$ cat src/rtl/controle_rpn_sequencial.sv
// RPN calculator sequencer: steps operand A, operand B, a fixed ALU wait
// and the result display, issuing one-cycle register load pulses.
// Optional ESPERA_B idle timeout is compiled in with macro RPN_TIMEOUT_EN.
module controle_rpn_sequencial #(
    parameter int LAT_ULA        = 2,
    parameter int OP_MAX         = 5,
    parameter int TIMEOUT_CICLOS = 500000000
) (
    input  logic       clk,
    input  logic       reset_n,
    input  logic       action_pulso,
    input  logic [2:0] sel_op,
    output logic       enable_reg_A,
    output logic       enable_reg_B,
    output logic       enable_reg_Resultado,
    output logic [1:0] estado,
    output logic       ocupado,
    output logic       erro,
    output logic [7:0] contagem_ops,
    output logic       timeout_flag
);

    localparam logic [1:0] ESPERA_A = 2'd0;
    localparam logic [1:0] ESPERA_B = 2'd1;
    localparam logic [1:0] CALCULA  = 2'd2;
    localparam logic [1:0] MOSTRA   = 2'd3;

    localparam logic [3:0] LAT_LOAD = 4'(LAT_ULA);

    // Cycles left until the ALU result is valid; expiry is the cycle with 1 left,
    // so the result pulse lands exactly LAT_ULA cycles after the B pulse.
    logic [3:0] wait_reg;
    logic       op_legal;

    assign op_legal = (32'(sel_op) <= 32'(OP_MAX));

`ifdef RPN_TIMEOUT_EN
    localparam logic [31:0] IDLE_LAST = 32'(TIMEOUT_CICLOS - 1);
    logic [31:0] idle_reg;
`endif

    // Sequencer state, registered outputs and counters
    always_ff @(posedge clk or negedge reset_n) begin
        if (!reset_n) begin
            estado               <= ESPERA_A;
            enable_reg_A         <= 1'b0;
            enable_reg_B         <= 1'b0;
            enable_reg_Resultado <= 1'b0;
            ocupado              <= 1'b0;
            erro                 <= 1'b0;
            contagem_ops         <= 8'd0;
            timeout_flag         <= 1'b0;
            wait_reg             <= 4'd0;
`ifdef RPN_TIMEOUT_EN
            idle_reg             <= 32'd0;
`endif
        end else begin
            // Pulses default low so each lasts exactly one cycle
            enable_reg_A         <= 1'b0;
            enable_reg_B         <= 1'b0;
            enable_reg_Resultado <= 1'b0;
            timeout_flag         <= 1'b0;
            case (estado)
                ESPERA_A, MOSTRA: begin
                    // From MOSTRA a new operand A is entered directly
                    if (action_pulso) begin
                        enable_reg_A <= 1'b1;
                        erro         <= 1'b0;
                        estado       <= ESPERA_B;
`ifdef RPN_TIMEOUT_EN
                        idle_reg     <= 32'd0;
`endif
                    end
                end
                ESPERA_B: begin
                    // A pulse in the timeout cycle still takes the normal path
                    if (action_pulso) begin
                        enable_reg_B <= 1'b1;
                        wait_reg     <= LAT_LOAD;
                        estado       <= CALCULA;
                        ocupado      <= 1'b1;
`ifdef RPN_TIMEOUT_EN
                    end else if (idle_reg == IDLE_LAST) begin
                        estado       <= ESPERA_A;
                        timeout_flag <= 1'b1;
                        idle_reg     <= 32'd0;
                    end else begin
                        idle_reg     <= idle_reg + 32'd1;
`endif
                    end
                end
                default: begin
                    // CALCULA: action_pulso ignored; sel_op sampled only at expiry
                    if (wait_reg <= 4'd1) begin
                        wait_reg <= 4'd0;
                        ocupado  <= 1'b0;
                        estado   <= MOSTRA;
                        if (op_legal) begin
                            enable_reg_Resultado <= 1'b1;
                            contagem_ops         <= contagem_ops + 8'd1;
                        end else begin
                            erro <= 1'b1;
                        end
                    end else begin
                        wait_reg <= wait_reg - 4'd1;
                    end
                end
            endcase
        end
    end

endmodule

$ cat config.mk
export PLATFORM = sky130hd
export DESIGN_NAME = controle_rpn_sequencial
export DESIGN_NICKNAME = d
export VERILOG_FILES = /design/src/rtl/controle_rpn_sequencial.sv
export SDC_FILE = /design/constraint.sdc
export NUM_CORES = 1
export LEC_CHECK = 0
export ABC_AREA = 1
export CAP_MARGIN = 20
export CORE_UTILIZATION = 49
export CTS_CLUSTER_SIZE = 14
export DETAILED_ROUTE_END_ITERATION = 12
export PLACE_DENSITY = 0.83
export SLEW_MARGIN = 20
export SYNTH_ARGS = -nofsm -noshare
export SYNTH_HDL_FRONTEND = slang
export SYNTH_SLANG_ARGS = --single-unit
$ cat constraint.sdc
create_clock -name clk -period 1.8 [get_ports clk]
set_clock_uncertainty 0.2 [all_clocks]
set_input_delay 0.36 -clock clk [delete_from_list [all_inputs] [get_ports clk]]
set_output_delay 0.36 -clock clk [all_outputs]
set_load 0.005 [all_outputs]
Yosys cells after proc, flatten, opt, wreduce, memory -nomap -nowiden
Cells that the tools add are included.
Cells by class
  reduce and logical (&&, ||, !) cells: 11
  mux-type cells: 20
  order comparisons: 2
  eq/ne operators: 5
  bitwise logic cells: 3
  $add $sub $neg: 2
Operator list (count)
  $mux W1: 11
  $reduce_and A3 Y1: 3
  $add A8 B1 Y8 const B: 1
  $mux W4: 2
  $pmux W4 S2: 1
  $mux W2: 3
  $le A4 B1 Y1 const B: 1
  $ne A2 B2 Y1 const B: 2
  $pmux W1 S2: 2
  $pmux W2 S2: 1
  $reduce_and A4 Y1: 1
  $reduce_bool A2 Y1: 2
  $sub A4 B1 Y4 const B: 1
  $le A3 B3 Y1 const B: 1
  $not A1 Y1: 3
  $reduce_bool A3 Y1: 1
  $reduce_or A3 Y1: 1
  $eq A2 B1 Y1 const B: 1
  $eq A2 B2 Y1 const B: 1
  $logic_not A2 Y1: 1
  $ne A2 B1 Y1 const B: 1
  $reduce_and A2 Y1: 1
  $reduce_or A2 Y1: 1
Word-level totals
  word-level logic and storage cells: 51
  flip-flop bits (word level): 19
  output and inout bits: 16

Logic depth before layout (Yosys ltp)
Gate-level depths: netlist of run 1.
  depth in word-level cells: 4
  mapped depth: 8
  gate-level depth less buffers: 8

Worst setup path after synthesis of run 1
OpenSTA, ideal clock, no wires.
  kind: reg-to-reg
  start point: register wait_reg[0]
  end point: register contagem_ops[0]
  stages on the path, launching flop included: 7
  path buffers: 1
  period minus slack after synthesis: 1511 ps
  setup slack: 289 ps
  required time: 1473 ps
  arrival time: 1184 ps
  cells stage by stage: dfrtp_1 -> inv_1 -> ha_1 -> o21ai_2 -> nor2_4 -> buf_6 -> xor2_2
Between the ends
  cells in the longest elaborated chain, start to end: 2
Ends and longest elaborated chain
  from (decl): RTL line 32  | logic [3:0] wait_reg;
  from (signal assigned): RTL line 105  | wait_reg <= wait_reg - 4'd1;
  $le A4 B1 Y1: RTL line 94  | if (wait_reg <= 4'd1) begin
  $reduce_and A3 Y1 (no line)
  to (signal assigned): RTL line 100  | contagem_ops <= contagem_ops + 8'd1;
  to (decl): RTL line 19  | output logic [7:0] contagem_ops,
No other way between the ends.
A chain may end at the register's enable or synchronous reset.

Final worst setup path of run 1
  start point: register contagem_ops[1]
  end point: output port contagem_ops[1]
No word-level cell between the ends.

==> metrics.yaml, run 1 <==
yosys:
  synth_fp_nets: 132
  muxShareOfSynthArea: 0
  synth_top_area_frac: 0.4774
  netlist_top_cells_area: "dfrtp_1 (48%), nand2_1 (16%), ha_1 (6.3%)"
  yosys.area_share.adder: 0.06281
  synth_top_cell_by_area: "dfrtp_1"
  synth-compound-area-share: 0.06533
  synth_top_family_by_area: "simple AND/OR/NAND/NOR gates"
  ys_seq_area_frac: 0.4774
  syn_area_per_cell_sq_um: 8.231
  yosys_warnings: 0
  synth_area_sq_um: 996.0
  synthCells: 121
  synth_cell_types: 19
  synth_xor_area_frac: 0.05151
  synth-simple-area-share: 0.2638
  ys_ff_latch: 19
floorplan:
  ios: 22
  core-area_sq_um: 1821
  core.rowCount: 15
  die-area_sq_um: 2217
  die_w_um: 47.09
  initial_core_util: 0.5471
  die_h_um: 47.09
sta:
  hold_viol_final: 0
  period_needed_ns: 1.745
  rsz0062_at_grt: "true"
  drv_slew: 0
  max_freq_ghz: 0.5731
  fin_crit_sh: 0.9694
  setup_viol: 0
  worst_slack_ns: 0.05512
placed_design:
  place_area_sq_um: 1221
  place.gp.congestion: 0.8057
  io_buffers: 19
  hpwl_um: 1455
  pre_cts_ws_ns: 0.05461
pwr:
  p_per_area_nw_per_um2: 1434
  ir_worst_vdd_mv: 1.114
  cellLeakagePower_nw: 0.6774
layout:
  seq_area_sq_um: 476.7
  final_common_cell: "nand2_1"
  fin_area_sq_um: 1310
  diodes: 0
  area_delta_synth_final_pct: 31.53
  largest_reg_flops: 8
  multi_input_area_sq_um: 452.9
  fin_nets: 164
  final_layout_size_suffix_gt1_frac: 0.1382
  final_cell_mix: "nand2_1 (43), dfrtp_1 (18), clkdlybuf4s50_1 (16)"
  final_util: 0.7196
  fillCellCount: 127
critical_path:
  crit_slowest_cell: "clkdlybuf4s50_1"
  rrSetupSlack_ns: 0.13
  rr_worst_depth: 6
  max_stage_delay_ns: 0.50
  cp-start-kind: "flip-flop"
  crit_buf_inv: 1
  worst_ep_arrival_time_ns: 1.18
  crit_cells: 1
  crit_family: "buffers and inverters"
  crit_type: "reg2out"
  worstSetupEndpointType: "output pin"
  cp_max_fo: 2
  cp_cell_sequence: "clkdlybuf4s50_1"
  critPathRequiredTime_ns: 1.24
route:
  drt_pass1_iterations: 4
  drt_iter0_drc: 12
  via_per_inst: 4.802
  wl_per_cell_um: 10.89
  drt_wl_total_um: 1927
  vias: 850
  ant_nets: 0
  drc: 0
cts:
  root_buffer: "clkbuf_4"
  cts_sinks: 19
  htree_levels: 1
  ctsHoldBuffers: 0
  clk_pin_slew_ns: 0.11
  cts_tree: "yes"
  clk_path_buf_depth: 2
  numCtsBuffers: 3
  clk_latency_ns: 0.31
run_status:
  status: "finished clean"
grt:
  grt.total_usage: 0.2016
  grt_pass1_wl_um: 3042
  grt_start_max_net_pins: 20
  grt_pass1_vias: 778
  overflow: 0
  antenna_found_initial: 0
job:
  drv_cap: 0
hold_path:
  hold_path_class: "in2async"
through the flow:
step / TNS, ns / hold WS [ns] / cells / total power [mW]
detailed placement: 0 / 0.2665 / 166 / 1.629
global placement: 0 / 0.2676 / 166 / 1.564
finish: 0 / 0.1750 / 177 / 1.879
CTS: 0 / 0.1810 / 174 / 1.866
floorplan: 0 / -0.1356 / 121 / 1.252
global route: -0.007746 / 0.2258 / 177 / 2.043
synth_stat cells, drive strengths merged:
cell type   n
a21oi       2
a22oi       1
buf         2
conb        1
dfrtp      19
ha          5
inv        15
nand2      43
nand3       5
nand3b      1
nand4       1
nor2       13
o21ai       8
xor2        5
path summary, 6_finish.rpt:
kind / start / endpoint
max: contagem_ops[1] / contagem_ops[1]
min: reset_n / wait_reg[0]
max reg2reg: wait_reg[0] / contagem_ops[0]
min reg2reg: ocupado / ocupado
max in group asynchronous: reset_n / contagem_ops[0]
min in group clk: ocupado / ocupado
cell families after synthesis:
| family | Yosys count |
|---|---|
| adder cells (fa/ha/maj) | 5 |
| AO/OA/AOI/OAI | 11 |
| AND/OR/NAND/NOR | 63 |
| XOR/XNOR | 5 |
| buffers and inverters | 17 |
| flip-flops | 19 |
| other | 1 |
cell type report:
cell class	instances	share of cell area
flip-flops and latches	19	0.3639
repair buffers	29	0.2025
multi-input cells	85	0.3457
well taps	25	0.02388
inverters	15	0.04298
clock buffers	3	0.01719
clock inverters	1	0.003820
power by group:
part	switching, mW	internal [mW]	total [mW]
Sequential	0.102	0.576	0.678
Clock	0.134	0.0830	0.217
Combinational	0.532	0.452	0.984
Total	0.768	1.11	1.88
metal layers:
| layer | vias up | global-route usage | part of all wire |
|---|---|---|---|
| met3 | 6 | 0.03462 | 0.034 |
| met5 | - | 0 | 0 |
| met4 | 0 | 0.1371 | 0.034 |
| li1 | 432 | - | - |
| met1 | 389 | 0.2098 | 0.42 |
| met2 | 23 | 0.3667 | 0.51 |
repair_timing:
action                     4_1_cts  5_1_grt
resized for setup                3        2
setup endpoints to repair        6        9
setup buffers                    4        3
(Power assumes the default switching activity.)
==> run 2, diff against run 1 <==
--- a/config.mk
+++ b/config.mk
@@ -15,3 +15,4 @@
 export SYNTH_ARGS = -nofsm -noshare
 export SYNTH_HDL_FRONTEND = slang
 export SYNTH_SLANG_ARGS = --single-unit
+export TNS_END_PERCENT = 1
==> run 2 against run 1 <==
Net effect:
- flip-flop and latch count is the same
- highest routed layer unchanged
- clock power is essentially flat
- worst hold slack gained 0.00065 ns
- via count shrank 1.5%
- combinational power shrank 8.0%
- largest power group unchanged
- clock-buffer cell count is the same
- critical endpoint is now contagem_ops[5]
- global-route usage shrank 0.32 points
- non-clock buffer count shrank 5
- utilization shrank 2.0 points
==> metrics.yaml, run 2 (synthesized netlist as in run 1, its figures left out) <==
critical_path:
  crit_type: "reg2out"
  critPathRequiredTime_ns: 1.24  # about the same
  cp-start-kind: "flip-flop"
  r2r_end: "contagem_ops[0]"
  worst_ep_arrival_time_ns: 1.18  # about the same
  rrSetupSlack_ns: 0.13  # about the same
  max_stage_delay_ns: 0.51  # about the same
  cp_max_fo: 2  # unchanged
  timing.rr.start: "wait_reg[0]"
  worstSetupEndpointType: "output pin"
  crit_slowest_cell: "clkdlybuf4s50_1"
  cp_cell_sequence: "clkdlybuf4s50_1"
  rr_worst_depth: 6  # unchanged
  crit_buf_inv: 1  # unchanged
  crit_family: "buffers and inverters"
cts:
  clk_path_buf_depth: 2  # unchanged
  ctsHoldBuffers: 0  # unchanged
  root_buffer: "clkbuf_4"
  numCtsBuffers: 3  # unchanged
  cts_tree: "yes"
  cts_sinks: 19  # unchanged
  htree_levels: 1  # unchanged
  clk_latency_ns: 0.31  # about the same
  clk_pin_slew_ns: 0.11  # about the same
sta:
  max_freq_ghz: 0.5757  # +0.45%
  fin_crit_sh: 0.9650  # -0.004364
  worst_slack_ns: 0.06297  # +0.007856 ns
  period_needed_ns: 1.737  # -0.007856 ns
  hold_slack_ns: 0.1756  # +0.0006450 ns
  hold_viol_final: 0  # unchanged
  tns_ns: 0  # unchanged
  setup_viol: 0  # unchanged
  drv_slew: 0  # unchanged
  rsz0062_at_grt: "true"
layout:
  final_util: 0.6997  # -0.01993
  final_common_cell: "nand2_1"
  area_delta_synth_final_pct: 27.89
  largest_reg_flops: 8  # unchanged
  final_layout_size_suffix_gt1_frac: 0.1088  # -0.02931
  final_cell_mix: "nand2_1 (43), dfrtp_1 (18), inv_1 (15)"
  fin_nets: 159  # -3.0%
  diodes: 0  # unchanged
  stdcell_count: 172  # -2.8%
  fin_area_sq_um: 1274  # -2.8%
route:
  wl_met3_um: 83  # +26%
  wl_per_cell_um: 10.93  # +0.40%
  vias: 837  # -1.5%
  wl_met1_um: 788  # -2.8%
  via_per_inst: 4.866  # +1.3%
  drt_wl_total_um: 1880  # -2.4%
  wl_met2_um: 941  # -4.3%
  highest_layer: "met4"
  ant_nets: 0  # unchanged
  drc: 0  # unchanged
  drt_iter0_drc: 14  # +2
  drt_pass1_iterations: 4  # unchanged
floorplan:
  core.rowCount: 15  # unchanged
  initial_core_util: 0.5471  # unchanged
  die_w_um: 47.09  # unchanged
  ios: 22  # unchanged
  die_h_um: 47.09  # unchanged
  die-area_sq_um: 2217  # unchanged
  core-area_sq_um: 1821  # unchanged
hold_path:
  hold_path_class: "in2async"
placed_design:
  io_buffers: 19  # unchanged
  place_area_sq_um: 1221  # unchanged
  pre_cts_ws_ns: 0.05461  # unchanged
  hpwl_um: 1455  # unchanged
  place_inst: 166  # unchanged
  place.gp.congestion: 0.8057  # unchanged
grt:
  overflow: 0  # unchanged
  grt_start_max_net_pins: 20  # unchanged
  grt_pass1_vias: 764  # -1.8%
  grt.total_usage: 0.1984  # -0.003213
  antenna_found_initial: 0  # unchanged
  grt_pass1_wl_um: 3001  # -1.3%
pwr:
  cellLeakagePower_nw: 0.6966  # +2.8%
  power.total_mw: 1.819  # -3.2%
  p_per_area_nw_per_um2: 1428  # -0.40%
  switching_power_mw: 0.7584  # -1.2%
  pwr-share-clk: 0.119  # +0.004
  sw_frac_of_total: 0.4168  # +0.008092
  intPower_mw: 1.061  # -4.5%
  combPwrFrac: 0.497  # -0.027
  ir_worst_vdd_mv: 1.109  # -0.48%
  p_seq_frac: 0.384  # +0.023
job:
  drv_cap: 0  # unchanged
run_status:
  status: "finished clean"
## run 2: cell types whose count changed in the layout (fill, tap and decap cells not counted)
cell	change
dlygate4sd2_1	+3
clkdlybuf4s50_1	-5
dlymetal6s2s_1	+2
buf_4	-5
## run 2: final cells by class
class | count | area, sq um
Clock inverter | 1 | 5.005
Timing Repair Buffer | 24 | 229.0
Inverter | 15 | 56.30
Tap cell | 25 | 31.28
Fill cell | 132 | 546.8
Multi-Input combinational cell | 85 | 452.9
Clock buffer | 3 | 22.52
Sequential cell | 19 | 476.7
## run 2: power by group through the flow
stage,clock (mW),sequential (mW),combinational (mW)
floorplan,0,0.697,0.555
global placement,0,0.699,0.865
detailed placement,0,0.707,0.922
CTS,0.222,0.700,0.897
global route,0.231,0.716,1.03
finish,0.217,0.698,0.905
## run 2: worst max path at each step
stage	from	end	cells after the start
global placement	action_pulso	ocupado	6
CTS	contagem_ops[4]	contagem_ops[4]	1
detailed placement	action_pulso	wait_reg[3]	6
floorplan	wait_reg[0]	contagem_ops[0]	6
global route	wait_reg[0]	contagem_ops[2]	7
finish	contagem_ops[5]	contagem_ops[5]	1
## run 2: repair_timing
| item | CTS | global route |
|---|---|---|
| buffers inserted | 1 | 1 |
| resized for setup | 6 | 4 |
| endpoints found under the setup margin | 6 | 9 |
## run 2: worst register-to-register path: cells and delay by family, from the launching register on
family          cells  cell delay, ns
flops               1            0.40
simple gates        1            0.08
xor+xnor            1            0.13
compound gates      1            0.25
fa+ha+maj           1            0.25
buf+inv             2            0.25
## run 2: metal layers
metal | up-vias | GRT usage
li1 | 423 | -
met2 | 25 | 0.3556
met1 | 383 | 0.2098
met4 | 0 | 0.1371
met3 | 6 | 0.03462
met5 | - | 0
==> run 3, diff against run 2 <==
--- a/config.mk
+++ b/config.mk
@@ -6,7 +6,6 @@
 export NUM_CORES = 1
 export LEC_CHECK = 0
 export ABC_AREA = 1
-export CAP_MARGIN = 20
 export CORE_UTILIZATION = 49
 export CTS_CLUSTER_SIZE = 14
 export DETAILED_ROUTE_END_ITERATION = 12
==> results of run 3 <==
Final layout, timing and power as in run 2 (identical DEF).
